--- config.mk ---
export PLATFORM = sky130hd
export DESIGN_NAME = hamming_serial_rx
export DESIGN_NICKNAME = d
export VERILOG_FILES = /design/src/rtl/hamming_serial_rx_pkg.sv /design/src/rtl/hamming_rx_fifo.sv /design/src/rtl/hamming_serial_rx.sv
export SDC_FILE = /design/constraint.sdc
export NUM_CORES = 1
export LEC_CHECK = 0
export CAP_MARGIN = 30
export CORE_ASPECT_RATIO = 1.1
export CORE_MARGIN = 4
export CORE_UTILIZATION = 57
export CTS_CLUSTER_DIAMETER = 200
export CTS_CLUSTER_SIZE = 8
export DETAILED_ROUTE_END_ITERATION = 8
export PLACE_DENSITY = 0.78
export SYNTH_ARGS = -nofsm -noshare
export SYNTH_HDL_FRONTEND = slang
export SYNTH_SLANG_ARGS = --single-unit
export TNS_END_PERCENT = 1
--- constraint.sdc ---
create_clock -name clk -period 1.75 [get_ports clk]
set_input_delay 0.35 -clock clk [delete_from_list [all_inputs] [get_ports clk]]
set_output_delay 0.35 -clock clk [all_outputs]
set_load 0.01 [all_outputs]
--- src/rtl/hamming_serial_rx_pkg.sv ---
// Shared definitions for the Hamming serial receive path: codeword width,
// line levels of the async frame, and the receiver FSM state encoding.
// The matching serial transmitter uses the same constants.
package hamming_serial_rx_pkg;

  localparam int CW_BITS = 8;

  // Frame: 1 start bit, CW_BITS data bits LSB-first, 1 stop bit, idle high.
  localparam logic IDLE_LEVEL  = 1'b1;
  localparam logic START_LEVEL = 1'b0;
  localparam logic STOP_LEVEL  = 1'b1;

  typedef enum logic [1:0] {
    ST_IDLE  = 2'd0,
    ST_START = 2'd1,
    ST_DATA  = 2'd2,
    ST_STOP  = 2'd3
  } rx_state_e;

endpackage

--- src/rtl/hamming_rx_fifo.sv ---
// First-word-fall-through codeword buffer.
//   clk, rst_n  clock, async active-low reset
//   push        write push_data this cycle (accepted if not full, or if popping)
//   push_data   codeword to store
//   pop         consumer takes the head (ignored when empty)
//   head        current head codeword, 0 when empty
//   empty       no entries held
//   drop        push refused: full and no pop this cycle
//   count       entries held (one bit wider than the pointers)
module hamming_rx_fifo
  import hamming_serial_rx_pkg::*;
#(
  parameter int DEPTH = 4
) (
  input  logic                     clk,
  input  logic                     rst_n,
  input  logic                     push,
  input  logic [CW_BITS-1:0]       push_data,
  input  logic                     pop,
  output logic [CW_BITS-1:0]       head,
  output logic                     empty,
  output logic                     drop,
  output logic [$clog2(DEPTH):0]   count
);

  localparam int AW = $clog2(DEPTH);
  localparam int CW = AW + 1;

  logic [CW_BITS-1:0] mem [DEPTH];
  logic [AW-1:0]      wr_ptr;
  logic [AW-1:0]      rd_ptr;
  logic               full;
  logic               push_ok;
  logic               pop_ok;

  assign full    = (count == CW'(DEPTH));
  assign empty   = (count == '0);
  // A pop in the same cycle frees the slot, so a full FIFO still takes the push.
  assign push_ok = push && (!full || pop);
  assign pop_ok  = pop && !empty;
  assign drop    = push && !push_ok;
  assign head    = empty ? '0 : mem[rd_ptr];

  // NOTE: the storage array has no reset; entries are only ever read behind
  // the count, so clearing them would just add reset fan-out to every bit.
  always_ff @(posedge clk) begin
    if (push_ok) mem[wr_ptr] <= push_data;
  end

  // NOTE: sequential state uses non-blocking assignments so every flop samples
  // pre-edge values regardless of statement order.
  always_ff @(posedge clk or negedge rst_n) begin
    if (!rst_n) begin
      wr_ptr <= '0;
      rd_ptr <= '0;
      count  <= '0;
    end else begin
      // Pointers are power-of-2 wide, so they wrap modulo DEPTH on their own.
      if (push_ok) wr_ptr <= wr_ptr + 1'b1;
      if (pop_ok)  rd_ptr <= rd_ptr + 1'b1;
      unique case ({push_ok, pop_ok})
        2'b10:   count <= count + 1'b1;
        2'b01:   count <= count - 1'b1;
        default: count <= count;
      endcase
    end
  end

endmodule

--- src/rtl/hamming_serial_rx.sv ---
// Serial front end for the Hamming decode path. Deframes 8N1 codewords from an
// asynchronous single-wire line, buffers them, and hands them downstream over
// a valid/ready handshake.
//   clk, rst_n    clock, async active-low reset (released synchronously inside)
//   ser_in        serial line, idle high, asynchronous to clk
//   cw_data       FIFO head codeword (bit0 = first data bit received), 0 when empty
//   cw_valid      FIFO non-empty
//   cw_ready      consumer accepts; pop when cw_valid & cw_ready
//   fifo_count    entries held
//   frame_err     1-cycle pulse: stop bit sampled low, byte discarded
//   overflow      sticky: good byte dropped because the FIFO was full
//   clr_overflow  synchronous clear of overflow (a same-cycle set wins)
module hamming_serial_rx
  import hamming_serial_rx_pkg::*;
#(
  parameter int CLKS_PER_BIT = 4,
  parameter int FIFO_DEPTH   = 4
) (
  input  logic                          clk,
  input  logic                          rst_n,
  input  logic                          ser_in,
  output logic [CW_BITS-1:0]            cw_data,
  output logic                          cw_valid,
  input  logic                          cw_ready,
  output logic [$clog2(FIFO_DEPTH):0]   fifo_count,
  output logic                          frame_err,
  output logic                          overflow,
  input  logic                          clr_overflow
);

  localparam int                CNT_W     = $clog2(CLKS_PER_BIT);
  localparam int                IDX_W     = $clog2(CW_BITS);
  localparam logic [CNT_W-1:0]  HALF_LAST = CNT_W'(CLKS_PER_BIT / 2 - 1);
  localparam logic [CNT_W-1:0]  BIT_LAST  = CNT_W'(CLKS_PER_BIT - 1);
  localparam logic [IDX_W-1:0]  IDX_LAST  = IDX_W'(CW_BITS - 1);

  // Reset: asserts immediately, releases two clocks after rst_n rises.
  logic rst_meta, rst_sync_n;

  always_ff @(posedge clk or negedge rst_n) begin
    if (!rst_n) begin
      rst_meta   <= 1'b0;
      rst_sync_n <= 1'b0;
    end else begin
      rst_meta   <= 1'b1;
      rst_sync_n <= rst_meta;
    end
  end

  // Line synchroniser plus one extra stage for falling-edge detection.
  logic s_meta, s_in, s_prev;

  always_ff @(posedge clk or negedge rst_sync_n) begin
    if (!rst_sync_n) begin
      s_meta <= IDLE_LEVEL;
      s_in   <= IDLE_LEVEL;
      s_prev <= IDLE_LEVEL;
    end else begin
      s_meta <= ser_in;
      s_in   <= s_meta;
      s_prev <= s_in;
    end
  end

  rx_state_e          state, state_n;
  logic [CNT_W-1:0]   cnt, cnt_n;
  logic [IDX_W-1:0]   idx, idx_n;
  logic [CW_BITS-1:0] sr, sr_n;
  logic               bit_done;
  logic               push;
  logic               stop_bad;
  logic               drop;
  logic               empty;

  assign bit_done = (cnt == BIT_LAST);

  // State register
  always_ff @(posedge clk or negedge rst_sync_n) begin
    if (!rst_sync_n) begin
      state <= ST_IDLE;
      cnt   <= '0;
      idx   <= '0;
      sr    <= '0;
    end else begin
      state <= state_n;
      cnt   <= cnt_n;
      idx   <= idx_n;
      sr    <= sr_n;
    end
  end

  // Next-state logic
  always_comb begin
    // NOTE: every variable gets a default before the case so no path leaves it
    // unassigned, which would infer a latch.
    state_n = state;
    cnt_n   = cnt + 1'b1;
    idx_n   = idx;
    sr_n    = sr;
    unique case (state)
      ST_IDLE: begin
        cnt_n = '0;
        // Requires a true 1->0 edge, so a line held low after an error stays idle.
        if (s_prev == IDLE_LEVEL && s_in == START_LEVEL) state_n = ST_START;
      end
      ST_START: begin
        if (cnt == HALF_LAST) begin
          cnt_n   = '0;
          idx_n   = '0;
          // High at mid start bit means the falling edge was a glitch.
          state_n = (s_in == START_LEVEL) ? ST_DATA : ST_IDLE;
        end
      end
      ST_DATA: begin
        if (bit_done) begin
          cnt_n = '0;
          sr_n  = {s_in, sr[CW_BITS-1:1]};
          idx_n = idx + 1'b1;
          if (idx == IDX_LAST) state_n = ST_STOP;
        end
      end
      ST_STOP: begin
        if (bit_done) begin
          cnt_n   = '0;
          state_n = ST_IDLE;
        end
      end
      default: state_n = ST_IDLE;
    endcase
  end

  // Outputs of the FSM
  always_comb begin
    push     = 1'b0;
    stop_bad = 1'b0;
    if (state == ST_STOP && bit_done) begin
      push     = (s_in == STOP_LEVEL);
      stop_bad = (s_in != STOP_LEVEL);
    end
  end

  always_ff @(posedge clk or negedge rst_sync_n) begin
    if (!rst_sync_n) begin
      frame_err <= 1'b0;
      overflow  <= 1'b0;
    end else begin
      frame_err <= stop_bad;
      if (drop)              overflow <= 1'b1;
      else if (clr_overflow) overflow <= 1'b0;
    end
  end

  hamming_rx_fifo #(
    .DEPTH (FIFO_DEPTH)
  ) u_fifo (
    .clk       (clk),
    .rst_n     (rst_sync_n),
    .push      (push),
    .push_data (sr),
    .pop       (cw_ready),
    .head      (cw_data),
    .empty     (empty),
    .drop      (drop),
    .count     (fifo_count)
  );

  assign cw_valid = !empty;

endmodule
==> results of run 1 <==
-- metal layers --
layer | GRT usage [%] | vias to the layer above | part of all wire (%)
met5 | 0 | - | 0
met4 | 10.3 | 0 | 3.2
met3 | 6.66 | 12 | 4.2
met2 | 33.9 | 34 | 54
met1 | 21.1 | 690 | 39
li1 | - | 662 | -
-- layout by cell type, fill, tap and decap left out, types with 4 or more instances in the layout --
cell              n
buf_4            17
and2_1            8
bufinv_16         4
and2_4            5
clkbuf_8          9
clkdlybuf4s50_1   5
edfxtp_1         32
mux2_2            6
nand2_1           5
mux4_2            8
dfrtp_1          26
a21oi_1           6
ha_1              9
inv_1             9
buf_2             9
nor2_1            6
-- worst max-delay path, stage by stage, from the launching register on --
cell and delay [ns]:
dfrtp_1 0.39, or4b_4 0.53, nor2b_4 0.15, inv_2 0.06, ha_4 0.13, inv_2 0.04, fa_2 0.32, xor2_1 0.15
nor2_1 0.13, xor2_1 0.17
-- area by class of cell --
| type | count | area share [%] |
|---|---|---|
| clock buffers | 9 | 3.86 |
| clock inverters | 7 | 4.29 |
| inverters | 11 | 1.29 |
| repair buffers | 39 | 10.1 |
| flip-flops and latches | 61 | 52.7 |
| well taps | 54 | 2.11 |
| multi-input cells | 83 | 25.6 |
-- stage by stage --
step	setup TNS [ns]	setup WS (ns)	total power [mW]	std cells
global route	-8.71	-0.484	5.46	264
global placement	-18.27	-0.757	3.49	246
floorplan	-0.740	-0.419	2.83	161
detailed placement	-19.59	-0.895	3.62	246
finish	-6.72	-0.404	5.15	264
CTS	-3.11	-0.447	5.17	263
-- registers in the layout, summed over array words and instances (netlist names), named ones only --
signal,flops
state,1
rst_meta,1
s_prev,1
u_fifo.rd_ptr,2
u_fifo.count,3
overflow,1
sr,8
u_fifo.wr_ptr,2
frame_err,1
rst_sync_n,1
u_fifo.mem,32
s_meta,1
idx,3
s_in,1
cnt,2
-- final timing paths --
| kind | start | to | slack [ns] | cells past startpoint |
|---|---|---|---|---|
| hold / removal | rst_n | rst_meta | 0.19 | 1 |
| hold reg to reg | rst_sync_n | sr[3] | 0.24 | 1 |
| setup reg to reg | u_fifo.count[0] | u_fifo.count[2] | -0.40 | 9 |
| setup / recovery | u_fifo.count[0] | u_fifo.count[2] | -0.40 | 9 |
| min in group clk | s_meta | s_in | 0.36 | 0 |
| max in group asynchronous | rst_sync_n | s_in | 1.21 | 1 |
-- logic make-up (layout without fill, tap and decap cells) --
group,Yosys count,after routing
xor gates and xnor gates,6,6
other,1,1
buffers and inverters,17,66
and+or+nand+nor,34,34
DFF,61,61
adders and majority gates,11,11
muxes,19,19
AOI/OAI and AO/OA,12,12
-- cell usage after synthesis (all sizes together) --
cell type,instances
a21oi,6
a221oi,1
and2,13
buf,3
clkbuf,3
conb,1
dfrtp,26
dfstp,3
edfxtp,32
fa,1
ha,10
inv,11
mux2,9
mux2i,2
mux4,8
nand2,5
nand3,1
nand3b,1
nand4,1
nor2,6
nor2b,3
nor3b,2
o21ai,1
o22ai,3
o31ai,1
or3,1
or4b,1
xnor2,3
xor2,3
-- power breakdown --
| part | switching, mW | internal (mW) |
|---|---|---|
| Sequential | 0.177 | 1.72 |
| Combinational | 0.745 | 0.891 |
| Clock | 0.539 | 1.08 |
-- what timing repair did --
item / 4_1_cts / 5_1_grt
setup endpoints to repair: 43 / 47
gates resized for setup: 52 / 6
pin swaps: 8 / 5
setup buffers: 1 / 1
hold buffers: 0 / 0
gates cloned: 0 / 0
==> impl_results.md, run 1 <==
* Filler cells at 262
* Achievable Freq at 464 MHz
* Worst-path clk slew at 0.07 ns
* Area of the multi-input gates at 822 um2
* HPWL after DPL at 3200 um
* Share of cells above drive strength 1 at 36.7%
* Final-report setup violation count at 44
* Required @ worst endpoint at 2.00 ns
* Status: complete, but fails checks
* Violated checks: negative setup slack
* Hold slack at 0.186 ns
* CORE AREA at 4320 um2
* P_leak at 1.39 nW
* Synth Area in Simple Gates at 8.21%
* Die area at 5600 um2
* Mapped cell area at 2540 um2
* Distinct cell type count after synthesis at 32
* Final min period at 2.15 ns
* Max Cap Viol at 0
* Final WL at 4650 um
* Via count at 1398
* Fin area at 3210 um2
* Clock network latency to the later pin of the worst-skew pair at 0.33 ns
* Largest net degree at the start of global routing at 28
* H-tree Lvls at 3
* RSZ-0062 raised after global routing: yes
* Crit path launch type: flop
* Synth area leader: edfxtp_1
* 1st-iter DRT viols at 61
* Post-synth top area share at 37.8%
* Site Rows at 25
* Crit path kind: reg2reg
* CTS Sinks at 61
* Hold Vio Cnt, Final at 0
* Crit-path max FO at 2
* Power per cell area at 1610 nW/um2
* Vias per cell at 5.30
* Post-Synth Adder-Cell Area at 5.71%
* Vias in the first global route at 1618
* Tightest Hold Check Type: in2async
* Die height at 78.1 um
* All-layer global routing usage at 19.7%
* Post-synthesis register bit count at 61
* Synth top area cells: edfxtp_1 (38%), dfrtp_1 (26%), mux4_2 (7.1%)
* Gr ovfl total at 0
* Largest family of logic cells by synthesized area: multiplexers
* Placer Congestion at 0.817
* Fraction of the mapped netlist area in compound gates at 2.75%
* Peak supply drop at 0.000846 V
* Final setup slack of the worst path at -0.404 ns
* Die width at 71.7 um
* CP endpoint kind: flop
* Final Skew at 0.00965 ns
* Mux share of post-synthesis cell area at 12.0%
* Syn_area_per_cell at 15.8 um2
* TritonRoute pass-1 iters at 4
* Clk buf depth at 2
* Pins over their slew limit at 0
* Ant. Diodes at 0
* Mapped Nets at 177
* Yosys warns at 0
* Synthesized instance count at 161
* First-pass GRT wire length at 7960 um
* Root Driver: clkbuf_8
* Final Cycle Share at 123%
* CTS buffer count at 9
* Sequential-to-total area share from yosys stat at 66.5%
* Remaining DRCs at 0
* Initial antenna violation count at 0
* Util after Layout at 74.3%
* Post-DRT Antenna Nets at 0
* Initial Utilization at 58.9%
* P&R area growth vs syn at 26.0%
* DR WL/cell at 17.6 um
* IO Port Bufs at 18
* Nets@finish at 221
* Sequential cell area at 1690 um2
* CTS tree: yes
* Crit path DAT at 2.40 ns
* I/O pin count at 19
* Synth Area in XOR/XNOR at 2.07%
* Placed instance area at 2930 um2
No activity file was read; power rests on OpenSTA's default activity.
==> run 2: changes to the inputs <==
==> constraint.sdc (replaced) <==
create_clock -name clk -period 2.2 [get_ports clk]
set_input_delay 0.44 -clock clk [delete_from_list [all_inputs] [get_ports clk]]
set_output_delay 0.44 -clock clk [all_outputs]
set_load 0.01 [all_outputs]
==> run 2 against run 1 <==
  * The run now ends clean
  * Largest cell class unchanged
  * Via count fell by 2.4%
  * Utilization decreased by 2.7 points
  * Combinational power down 31%
  * Critical path type unchanged
  * Sequential power is 17% lower
==> impl_results.md, run 2 (same netlist as run 1, synthesis figures left out) <==
* Final min period at 2.15 ns
* Pins over their slew limit at 0
* Remaining DRCs at 0
* CTS buffer count at 9
* Root Driver: clkbuf_8
* CP endpoint kind: flop
* Site Rows at 25
* Largest net degree at the start of global routing at 21
* Achievable Freq at 466 MHz
* Worst r2r src: u_fifo.count[0]
* CTS tree: yes
* Final Skew at 0.00680 ns
* Most common cell after layout, fill and taps aside: edfxtp_1
* Required @ worst endpoint at 2.46 ns
* Largest regs: u_fifo.mem: 32 flops, sr: 8 flops
* Final Cycle Share at 97.5%
* CTS Sinks at 61
* All-layer global routing usage at 18.2%
* Gate power share at 28.9%
* Power share of the clock group at 31.0%
* Number of flip-flops in the largest register at 32
* Vias in the first global route at 1523
* Status: finished, final reports clean
* CORE AREA at 4320 um2
* Crit path launch type: flop
* RSZ-0062 raised after global routing: yes
* Power per cell area at 1270 nW/um2
* Crit path DAT at 2.40 ns
* Placer Congestion at 0.746
* Initial Utilization at 58.9%
* Tightest Hold Check Type: in2async
* Worst-margin pin slew at 0.763 ns
* Ant. Diodes at 0
* Register share of total power at 40.2%
* FF-to-FF End: u_fifo.count[2]
* Placed instance count at 234
* Most frequent cells in the layout: edfxtp_1 (32), dfrtp_1 (26), and2_1 (13)
* Util after Layout at 71.6%
* Die area at 5600 um2
* IO Port Bufs at 18
* Setup TNS at 0 ns
* P_leak at 1.29 nW
* Peak supply drop at 0.000849 V
* Top reg by flops: u_fifo.mem
* 1st-iter DRT viols at 114
* Nets@finish at 211
* Vias per cell at 5.37
* Layout Cells excl Fill at 254
* Final WL at 4380 um
* Switching Share at 28.9%
* Via count at 1365
* First-pass GRT wire length at 7350 um
* TritonRoute pass-1 iters at 5
* HPWL after DPL at 2970 um
* Clk buf depth at 2
* Gr ovfl total at 0
* Max Cap Viol at 0
* Crit path kind: reg2reg
* Initial antenna violation count at 0
* Crit-path max FO at 2
* Final-report setup violation count at 0
* Die height at 78.1 um
* Share of cells above drive strength 1 at 30.5%
* Clock network latency to the later pin of the worst-skew pair at 0.33 ns
* I/O pin count at 19
* Hold Vio Cnt, Final at 0
* Die width at 71.7 um
* Post-DRT Antenna Nets at 0
* Worst r2r path cells at 9
* H-tree Lvls at 3
* Hold buffer count at CTS at 0
* Switching power at 1.13 mW
* Worst-path clk slew at 0.07 ns
* P&R area growth vs syn at 21.4%
* DR WL/cell at 17.2 um
* Max-slew headroom at 49.1%
* R2r setup slk at 0.05 ns
* Internal power at 2.79 mW
-- run 2: cell count changes in the layout (fill, tap and decap cells not counted), moves of 2 or more --
cell | before | now
dlymetal6s2s_1 | 3 | 1
clkinvlp_4 | 0 | 2
clkdlybuf4s50_1 | 5 | 8
buf_6 | 3 | 0
and2_1 | 8 | 13
buf_2 | 9 | 6
clkbuf_2 | 0 | 2
and2_4 | 5 | 0
buf_4 | 17 | 10
-- run 2: layout make-up --
cell class,instances,area [um2]
Clock buffer,10,138
Clock inverter,6,110
Fill cell,277,1230
Inverter,11,41.3
Multi-Input combinational cell,83,806
Sequential cell,61,1690
Tap cell,54,67.6
Timing Repair Buffer,29,236
-- run 2: worst max-delay path by stage --
stage / from / endpoint
after detailed placement: cw_ready / u_fifo.count[2]
after floorplan: cw_ready / u_fifo.count[2]
after global placement: cw_ready / u_fifo.count[2]
after CTS: u_fifo.rd_ptr[0] / cw_data[1]
after global routing: u_fifo.count[0] / u_fifo.count[2]
final: u_fifo.count[0] / u_fifo.count[2]
-- run 2: per-stage QoR --
| step | power [mW] | hold slack [ns] | area [um2] | setup WS, ns |
|---|---|---|---|---|
| 2_1_floorplan | 2.25 | 0.144 | 2550 | 0.0277 |
| 3_3_place_gp | 2.67 | 0.323 | 2840 | -0.399 |
| 3_5_place_dp | 2.76 | 0.338 | 2840 | -0.515 |
| 4_1_cts | 3.95 | 0.254 | 3080 | -0.0158 |
| 5_1_grt | 4.15 | 0.249 | 3090 | -0.0578 |
| 6_report | 3.92 | 0.266 | 3090 | 0.0542 |
-- run 2: power by group through the flow --
stage | clock, mW | sequential [mW] | combinational, mW
2_1_floorplan | 0 | 1.50 | 0.756
3_3_place_gp | 0 | 1.58 | 1.09
3_5_place_dp | 0 | 1.60 | 1.17
4_1_cts | 1.23 | 1.58 | 1.14
5_1_grt | 1.29 | 1.60 | 1.26
6_report | 1.21 | 1.57 | 1.13
-- run 2: metal layers --
| layer | GRT usage (%) | up-vias | wire [um] |
|---|---|---|---|
| met1 | 19.8 | 683 | 1750 |
| met5 | 0 | - | 0 |
| met4 | 10.7 | 0 | 131 |
| met2 | 30.9 | 34 | 2320 |
| met3 | 5.51 | 9 | 176 |
| li1 | - | 639 | - |
-- run 2: timing repair --
item                                    CTS  global route
pin swaps                                 3             5
setup buffers                             1             3
endpoints found under the setup margin   11             7
gates resized for setup                  28             8
-- run 2: worst max-delay path, stage by stage, from the launching register on --
cell     delay (ns)
dfrtp_1        0.39
or4b_4         0.53
nor2b_4        0.15
inv_2          0.06
ha_4           0.12
inv_2          0.04
fa_2           0.34
xor2_1         0.17
nor2_1         0.13
xor2_1         0.15
==> run 3: changes to the inputs <==
--- a/config.mk
+++ b/config.mk
@@ -15,5 +15,6 @@
 export PLACE_DENSITY = 0.78
 export SYNTH_ARGS = -nofsm -noshare
 export SYNTH_HDL_FRONTEND = slang
+export SYNTH_HIERARCHICAL = 1
 export SYNTH_SLANG_ARGS = --single-unit
 export TNS_END_PERCENT = 1
==> run 3 against run 2 <==
  * Global-route usage is 0.052 points higher
  * Via count is 4.0% higher
  * Synthesized cell count is 4.3% higher
  * Critical endpoint is now cw_data[7]
  * Clock skew is 0.00057 ns higher
  * Combinational power is 19% higher
  * Critical path type is now reg2out
==> impl_results.md, run 3 <==
* Status: finished, final reports clean
* Remaining DRCs at 0
* Sequential-to-total area share from yosys stat at 63.8%
* Yosys warns at 6
* Worst-path clk slew at 0.06 ns
* 1st-iter DRT viols at 92
* Mapped cell area at 2650 um2
* Post-DRT Antenna Nets at 0
* Util after Layout at 72.7%
* Largest net degree at the start of global routing at 16
* Setup TNS at 0 ns
* Final Skew at 0.00737 ns
* Max-slew headroom at 54.6%
* Hold slack at 0.264 ns
* Post-synthesis register bit count at 61
* Placed instance area at 3010 um2
* Syn_area_per_cell at 15.8 um2
* DR WL/cell at 16.4 um
* Required @ worst endpoint at 1.76 ns
* Setup WS pre-CTS at -0.266 ns
* Initial antenna violation count at 0
* Die width at 73.0 um
* Crit path cell chain: buf_4 -> buf_6 -> mux4_2 -> and2_4 -> buf_2
* Achievable Freq at 461 MHz
* Max Cap Viol at 0
* Top reg by flops: u_fifo/mem
* HPWL after DPL at 3120 um
* Crit path DAT at 1.73 ns
* Crit path launch type: flop
* Distinct cell type count after synthesis at 36
* Number of flip-flops in the largest register at 32
* Number of enable flip-flop cells after synthesis at 32
* First-pass GRT wire length at 7630 um
* Nets@finish at 228
* Filler cells at 292
* TritonRoute pass-1 iters at 4
* Ys async rst share at 47.5%
* Most frequent cells in the layout: edfxtp_1 (32), dfrtp_1 (25), inv_1 (16), buf_4 (16)
* Post-synth top cells: edfxtp_1 (32), dfrtp_1 (26), inv_1 (16)
* Synth area leader: edfxtp_1
* Largest regs: u_fifo/mem: 32 flops, sr: 8 flops
* Most common cell after layout, fill and taps aside: edfxtp_1
* Synthesized instance count at 168
* Final Cycle Share at 98.7%
* Pins over their slew limit at 0
* RSZ-0062 raised after global routing: yes
* CTS buffer count at 9
* Die area at 5810 um2
* Clk buf depth at 2
* CP endpoint kind: primary output
* Vias per cell at 5.24
* Site Rows at 25
* Fin area at 3200 um2
* Die height at 79.5 um
* IO Port Bufs at 18
* Worst-margin pin slew at 0.681 ns
* Max incr delay on CP at 0.48 ns
* Via count at 1419
* Final setup slack of the worst path at 0.0287 ns
* Clock network latency to the later pin of the worst-skew pair at 0.33 ns
* Max stage delay cell, worst path: mux4_2
* Hold buffer count at CTS at 0
* Hold Vio Cnt, Final at 0
* Final WL at 4450 um
* Ant. Diodes at 0
* CTS tree: yes
* Vias in the first global route at 1602
* P_leak at 1.42 nW
* Initial Utilization at 60.1%
* P&R area growth vs syn at 20.9%
* Share of cells above drive strength 1 at 34.1%
* Post-synth top area share at 36.2%
* CTS Sinks at 61
* I/O pin count at 19
* Most used flip-flop cell after synthesis: edfxtp_1
* Root Driver: clkbuf_8
* H-tree Lvls at 3
* Synth top area cells: edfxtp_1 (36%), dfrtp_1 (25%), mux4_2 (6.8%)
* Crit path kind: reg2out
* All-layer global routing usage at 18.2%
* Tightest Hold Check Type: in2async
* Peak supply drop at 0.000664 V
* Power per cell area at 1210 nW/um2
* Final-report setup violation count at 0
* Cell with the most instances after synthesis: edfxtp_1
* Final min period at 2.17 ns
* Gr ovfl total at 0
* Mapped Nets at 184
* CORE AREA at 4410 um2
* Placer Congestion at 0.806
* Crit-path max FO at 3
-- run 3: cell types whose count changed after synthesis, moves of 3 or more --
cell,before,now
mux2_4,1,8
mux2_2,6,0
inv_1,11,16
buf_6,0,3
clkbuf_1,3,0
o22ai_1,3,0
-- run 3: report_power, final --
| group | leakage [nW] | internal, mW | switching [mW] | total, mW |
|---|---|---|---|---|
| Sequential | 0.685 | 1.42 | 0.239 | 1.65 |
| Clock | 0.0918 | 0.495 | 0.391 | 0.885 |
| Combinational | 0.642 | 0.753 | 0.583 | 1.34 |
-- run 3: layout make-up --
type | count | area (um2) | area share [%]
flip-flops and latches | 61 | 1690 | 52.8
well taps | 54 | 67.6 | 2.11
clock inverters | 2 | 7.51 | 0.234
multi-input cells | 86 | 872 | 27.2
repair buffers | 38 | 333 | 10.4
clock buffers | 14 | 173 | 5.39
inverters | 16 | 60.1 | 1.87
-- run 3: critical path: cells and delay by family (launching register included) --
kind,cells,cell delay [ns]
DFF,1,0.39
and+or+nand+nor,1,0.16
muxes,1,0.48
buffers and inverters,3,0.36
-- run 3: cell families (layout without fill, tap and decap cells) --
group	after synthesis	after routing	synth area share [%]
buf+inv	21	70	3.92
flops	61	61	63.8
xor+xnor	6	6	1.98
simple gates	37	37	9.34
compound gates	13	13	3.30
fa+ha+maj	11	11	5.47
other cells	1	1	0.141
mux	18	18	12.1
-- run 3: metal layers --
layer  up-vias  track usage, %  part of all wire [%]
met5         -               0                     0
li1        672               -                     -
met1       711            19.4                    39
met3        10            5.29                   3.6
met2        26            32.8                    55
met4         0            7.75                   1.7
-- run 3: final timing paths --
check	from	end	slack, ns	cells past startpoint
worst max-delay path	u_fifo/rd_ptr[0]	cw_data[7]	0.03	5
worst min-delay path	rst_n	rst_sync_n	0.26	1
worst max register to register	u_fifo/count[0]	u_fifo/count[2]	0.07	9
worst min register to register	rst_sync_n	u_fifo/wr_ptr[0]	0.28	0
max in group asynchronous	rst_sync_n	s_meta	1.21	1
min in group clk	rst_meta	rst_sync_n	0.35	0
-- run 3: metrics by stage --
| step | std cells | total power, mW |
|---|---|---|
| floorplan | 168 | 2.51 |
| global placement | 250 | 2.91 |
| detailed placement | 250 | 3.01 |
| CTS | 269 | 3.89 |
| global route | 271 | 4.13 |
| finish | 271 | 3.88 |
-- run 3: timing repair --
action / CTS / global route
buffers inserted: 3 / 2
endpoints found under the setup margin: 10 / 6
gates resized for setup: 30 / 9
endpoints found under the hold margin: 0 / 0
pin swaps: 1 / 4
